[src/rtl/wb_port_arbiter.sv]
// wb_port_arbiter
//   Shares the single register-file write port between the in-order
//   pipeline writeback stage (port P) and a multi-cycle execution unit
//   (port M). P has fixed priority. M is forced through after STARVE_LIMIT
//   consecutive denials. The winning write reaches the register file one
//   cycle after acceptance. Writes to x0 are accepted and then discarded.
//
// Ports
//   clk, rst                 clock (rising edge), async active-high reset
//   p_valid/p_rd/p_data      pipeline writeback request
//   p_ready                  pipeline request accepted this cycle (comb)
//   m_valid/m_rd/m_data      multi-cycle unit writeback request
//   m_ready                  multi-cycle request accepted this cycle (comb)
//   rf_we/rf_rd/rf_data      registered register-file write port
//   starve_event             forced M grant against a live P request (comb)
//   m_wait_cnt               consecutive M denial count (registered)
module wb_port_arbiter #(
  parameter int XLEN         = 64,
  parameter int STARVE_LIMIT = 4
) (
  input  logic            clk,
  input  logic            rst,
  input  logic            p_valid,
  input  logic [4:0]      p_rd,
  input  logic [XLEN-1:0] p_data,
  output logic            p_ready,
  input  logic            m_valid,
  input  logic [4:0]      m_rd,
  input  logic [XLEN-1:0] m_data,
  output logic            m_ready,
  output logic            rf_we,
  output logic [4:0]      rf_rd,
  output logic [XLEN-1:0] rf_data,
  output logic            starve_event,
  output logic [3:0]      m_wait_cnt
);

  typedef enum logic {
    NORMAL  = 1'b0,
    FORCE_M = 1'b1
  } state_t;

  localparam logic [3:0] LIMIT = 4'(STARVE_LIMIT);

  state_t            state_q, state_d;
  logic [3:0]        m_wait_q, m_wait_d;
  logic [4:0]        m_wait_inc;
  logic              m_denied;
  logic              rf_we_q, rf_we_d;
  logic [4:0]        rf_rd_q, rf_rd_d;
  logic [XLEN-1:0]   rf_data_q, rf_data_d;

  // Grant logic. Both readies are held low while reset is asserted so a
  // requester never believes a write was taken during reset.
  always_comb begin
    p_ready      = 1'b0;
    m_ready      = 1'b0;
    starve_event = 1'b0;
    if (!rst) begin
      case (state_q)
        NORMAL: begin
          p_ready = p_valid;
          m_ready = m_valid && !p_valid;
        end
        FORCE_M: begin
          m_ready      = m_valid;
          p_ready      = p_valid && !m_valid;
          starve_event = m_valid && p_valid;
        end
        default: begin
          p_ready = p_valid;
          m_ready = m_valid && !p_valid;
        end
      endcase
    end
  end

  // Denial counter and state transitions. The count is one bit wider
  // before comparison so that a limit of 15 cannot wrap.
  always_comb begin
    m_denied   = m_valid && !m_ready;
    m_wait_inc = {1'b0, m_wait_q} + 5'd1;
    m_wait_d   = 4'd0;
    if (m_denied) begin
      m_wait_d = (m_wait_q >= LIMIT) ? LIMIT : m_wait_inc[3:0];
    end

    state_d = state_q;
    case (state_q)
      NORMAL:  if (m_denied && (m_wait_inc == {1'b0, LIMIT})) state_d = FORCE_M;
      // Leave as soon as M is accepted or withdraws its request.
      FORCE_M: if (!m_denied) state_d = NORMAL;
      default: state_d = NORMAL;
    endcase
  end

  // Output stage: register the winner; x0 writes complete the handshake
  // but never raise the write enable, and address/data hold otherwise.
  always_comb begin
    rf_we_d   = 1'b0;
    rf_rd_d   = rf_rd_q;
    rf_data_d = rf_data_q;
    if (m_ready && (m_rd != 5'd0)) begin
      rf_we_d   = 1'b1;
      rf_rd_d   = m_rd;
      rf_data_d = m_data;
    end else if (p_ready && (p_rd != 5'd0)) begin
      rf_we_d   = 1'b1;
      rf_rd_d   = p_rd;
      rf_data_d = p_data;
    end
  end

  always_ff @(posedge clk or posedge rst) begin
    if (rst) begin
      state_q   <= NORMAL;
      m_wait_q  <= 4'd0;
      rf_we_q   <= 1'b0;
      rf_rd_q   <= 5'd0;
      rf_data_q <= '0;
    end else begin
      state_q   <= state_d;
      m_wait_q  <= m_wait_d;
      rf_we_q   <= rf_we_d;
      rf_rd_q   <= rf_rd_d;
      rf_data_q <= rf_data_d;
    end
  end

  assign rf_we      = rf_we_q;
  assign rf_rd      = rf_rd_q;
  assign rf_data    = rf_data_q;
  assign m_wait_cnt = m_wait_q;

endmodule

[config.mk]
export PLATFORM = sky130hd
export DESIGN_NAME = wb_port_arbiter
export DESIGN_NICKNAME = d
export VERILOG_FILES = /design/src/rtl/wb_port_arbiter.sv
export SDC_FILE = /design/constraint.sdc
export NUM_CORES = 1
export LEC_CHECK = 0
export CORE_AREA = 4 4 101 103
export CTS_CLUSTER_SIZE = 16
export DETAILED_ROUTE_END_ITERATION = 16
export DIE_AREA = 0 0 105 107
export PLACE_DENSITY = 0.88
export SYNTH_ARGS = -nofsm -noshare
export SYNTH_HDL_FRONTEND = slang
export SYNTH_SLANG_ARGS = --single-unit
[constraint.sdc]
create_clock -name clk -period 6.3 [get_ports clk]
set_input_delay 0.945 -clock clk [delete_from_list [all_inputs] [get_ports clk]]
set_output_delay 0.945 -clock clk [all_outputs]
set_load 0.01 [all_outputs]
Word level (Yosys, flattened, before mapping) --
Index checks and enable logic that the tools add are counted. W data, S select, Z words.
Word-level totals: bits in registers 75, latch bits 0, bits in writable memories 0, ROM bits 0, input bits 142, output and inout bits 77, logic and storage cells 39, memories kept 0
Operators by class: $add $sub $neg 1, multipliers 0, div/mod/pow operators 0, magnitude comparators 1, equality and inequality tests 1, shift operators 0, multiplexer cells 17, bitwise operators 1, reductions and logical operators 13
Operators with widths (count):
- $mux W64 | 2
- $mux W5 | 2
- $reduce_bool A5 Y1 | 2
- $mux W1 | 8
- $mux W4 | 2
- $logic_and A1 B1 Y1 | 7
- $pmux W1 S2 | 3
- $add A4 B1 Y5 const B | 1
- $eq A5 B3 Y1 const B | 1
- $ge A4 B3 Y1 const B | 1
- $logic_not A1 Y1 | 3
- $reduce_bool A2 Y1 | 1
- $not A1 Y1 | 1

Longest topological paths before layout --
depth in word-level cells 9, mapped depth 8, mapped depth without buffers 5

Worst setup path after synthesis --
Ideal clock, no wire load.
path kind input to output, from in rst, to out p_ready, arrival 3.593 ns, required time 5.355 ns, slack 1.762 ns, cell stages on the path 5, path buffers 2, cells stage by stage inv_1 nand3_1 buf_2 clkinv_1 clkbuf_1
On the way: cells in the longest elaborated chain, start to end 1
RTL lines:
- start: declaration | RTL line 22 | input logic rst,
- $mux W1 | RTL line 59 | if (!rst) begin
- end: declaration | RTL line 26 | output logic p_ready,
Every way passes these cells.

Worst setup path in the final report --
from in p_valid, to out p_ready
On the way: cells in the longest elaborated chain, start to end 3
RTL lines:
- start: declaration | RTL line 23 | input logic p_valid,
- $logic_and A1 B1 Y1 | RTL line 67 | p_ready = p_valid && !m_valid;
- $pmux W1 S2 (*) | RTL line 60 | case (state_q)
- $mux W1 (*) | RTL line 59
Every way passes the cells marked *; elsewhere a longest branch is shown, timed or not.

==> metrics.md <==
| Metric | Value |
|---|---|
| Yosys top cell by area | dfrtp_1 |
| Syn Area/Cell | slightly below 9 µm² |
| Synthesized cell area | 3670 µm² |
| Clock Root Buffer | clkbuf_8 |
| Drt first-iter violations | around 240 |
| Die width | approximately 110 µm |
| CP startpoint kind | input port |
| Avg Vias per Cell | roughly 5.7 |
| Multi-input gate area | 1580 µm² |
| Hold WC Path Type | reg -> reg |
| GPL Wtd Cong | 0.806 |
| Post-route ant nets | 0 |
| Gr usage total | 23.4% |
| Syn Nets | between 500 and 600 |
| Endpoints failing hold | 0 |
| Worst-Skew Late Latency | between 300 and 400 ps |
| Synth area leaders | dfrtp_1, a31oi_1, a21oi_1, o21ai_0, nor2_1 |
| Maximum achievable frequency | around 240 MHz |
| Status | complete, no violations |
| Worst R2R Path Depth | 5 |
| Pins over their slew limit | 0 |
| Wire per inst | 18.8 µm |
| Final Setup Violations | 0 |
| I/O Pins | 219 |
| Antenna violations before repair | 0 |
| Most used DFF post-synth | dfrtp_1 |
| Post-synth top cells | dfrtp_1, a21oi_1, nor2_1 |
| Netlist cell types | 32 |
| Share of synthesized flip-flops with an asynchronous set or reset | 100% |
| Largest net degree at the start of global routing | 77 |
| Max rail drop VDD | ~0.14 mV |
| Sequential fraction of the synthesis area | around half |
| Synthesis-to-layout area growth | 64.5% |
| Die ar. | ~11000 µm² |
| Htree depth | 3 |
| Cts repair resizes | 0 |
| CTS tree | yes |
| Row cnt | 35 |
| Detailed Routing Iterations Pass 1 | 5 |
| Routed wire length | 13700 µm |
| CTS max path bufs | 2 |
| Max-cap violation count | 0 |
| Pwr Total | 1.42 mW |
| Die H | approximately 110 µm |
| Crit. End Element | output port |
| Hpwl dp | 9410 µm |
| # Post-CTS Setup Buffers | 0 |
| Most common cell in the netlist | dfrtp_1 |
| Share of post-route cells with drive strength above 1 | approximately 4.5% |
| CTS Sinks | 75 |
| Setup TNS | 0 ps |
| Top cell type's share of synthesized area | 51.1% |
| CTS Buf Count | 9 |
| #FFs+latches synth | 75 |
| Storage cell area | 1880 µm² |
| Worst Max-Slew Pin Slew | 1260 ps |
| Clock Pin Slew Worst Setup and Hold Paths | ~70 ps |
| Initial Util | 39.9% |
| Core box area | roughly 9200 µm² |
| Critical path type | in -> out |
| Final net count | ~760 |
| Final Skew | between 10 and 15 ps |
| Filler Cells Inserted | between 700 and 800 |
| PwrDens | around 230 nW/µm² |
| RSZ-0062 raised after global routing | no |
| First-pass GRT wire length | roughly 21000 µm |
| Number of global-route vias before repair | 4139 |
| Grt ovf | 0 |
| CP max FO | 69 |
| Ant diodes | 0 |
| Count of flip-flops with a built-in enable after synthesis | 0 |
| DRC viols | 0 |
| Req. time, crit path | 5350 ps |
| Slew margin rel. | ~16% |
| # port buffers | around 220 |
| Hold Path Stages | 1 |
| Via count | ~4200 |
| Tmin final | roughly 4100 ps |
| Hold-fix buffers, CTS | 0 |
| Tcrit/Tclk final | between 60% and 70% |
| Yosys Warn Count | 0 |
| Synth Instances | between 400 and 500 |
| Pleak | ~2.4 nW |
| WP data arrival | 3190 ps |
==> final cells by class <==
| type | count | area share [%] |
|---|---|---|
| tap | 111 | 2.30 |
| clock inverter | 5 | 1.31 |
| inverter | 6 | 0.394 |
| timing repair buffer | 222 | 36.6 |
| clock buffer | 10 | 2.11 |
| multi-input combinational | 299 | 26.2 |
| sequential | 75 | 31.1 |
==> cells in the final DEF (no fill, tap or decap), types with 3 or more instances in the layout <==
master           synthesis  final
a21oi_1                 67     67
a221oi_1                 3      3
a31oi_1                 64     64
buf_4                    0      4
clkbuf_8                 0      9
clkdlybuf4s50_1          0    218
clkinv_2                 0      3
dfrtp_1                 75     75
inv_1                    5      4
nand2_1                  8      7
nor2_1                  67     67
nor3_1                   5      5
o21ai_0                 64     64
==> worst max-delay path: stages <==
cell,delay (ps)
clkdlybuf4s50_1,520
nand3_2,100
inv_2,860
clkdlybuf4s50_1,720
==> stage by stage <==
stage               instance area, µm²  std cells  hold WS, ps  util (%)  setup WS (ps)
CTS                               6040        728          526      65.7           2210
global placement                  5830        713          499      63.4           2250
finish                            6040        728          524      65.7           2160
floorplan                         3670        423          534         -           1760
detailed placement                5830        713          508      63.4           2200
global route                      6040        728          540      65.7           2090
==> layer usage <==
layer / GRT usage, % / routed length [µm] / vias up
met2: 41.3 / 7040 / 210
li1: - / - / 1907
met1: 28.2 / 5290 / 2019
met4: 8.34 / 326 / 0
met5: 0 / 0 / -
met3: 4.88 / 993 / 27
==> flip-flops by register name (all words and copies together) (netlist names) <==
name / count
rf_rd: 5
state_q: 1
m_wait_cnt: 4
rf_data: 64
rf_we: 1
==> report_power, final <==
group	internal, mW	switching, mW	leakage, nW
clock	0.221	0.171	0.106
sequential	0.554	0.0391	0.894
combinational	0.252	0.179	1.39
total	1.03	0.389	2.40
==> logic make-up after synthesis <==
| family | share of synthesized area [%] |
|---|---|
| adder cells (fa/ha/maj) | 0.681 |
| AND/OR/NAND/NOR | 10.5 |
| flip-flops | 51.1 |
| buffers and inverters | 6.30 |
| XOR/XNOR | 0.239 |
| other | 0.102 |
| AO/OA/AOI/OAI | 31.1 |
==> path summary, 6_finish.rpt <==
| path | startpoint | end | slack [ps] |
|---|---|---|---|
| hold / removal | rf_data[40] | rf_data[40] | 520 |
| setup / recovery | p_valid | p_ready | 2160 |
| max in group asynchronous | rst | rf_data[55] | 4410 |
| hold reg to reg | rf_data[40] | rf_data[40] | 520 |
| min in group asynchronous | rst | m_wait_cnt[1] | 1290 |
| setup reg to reg | state_q | rf_rd[3] | 3840 |
(Power assumes the default switching activity.)
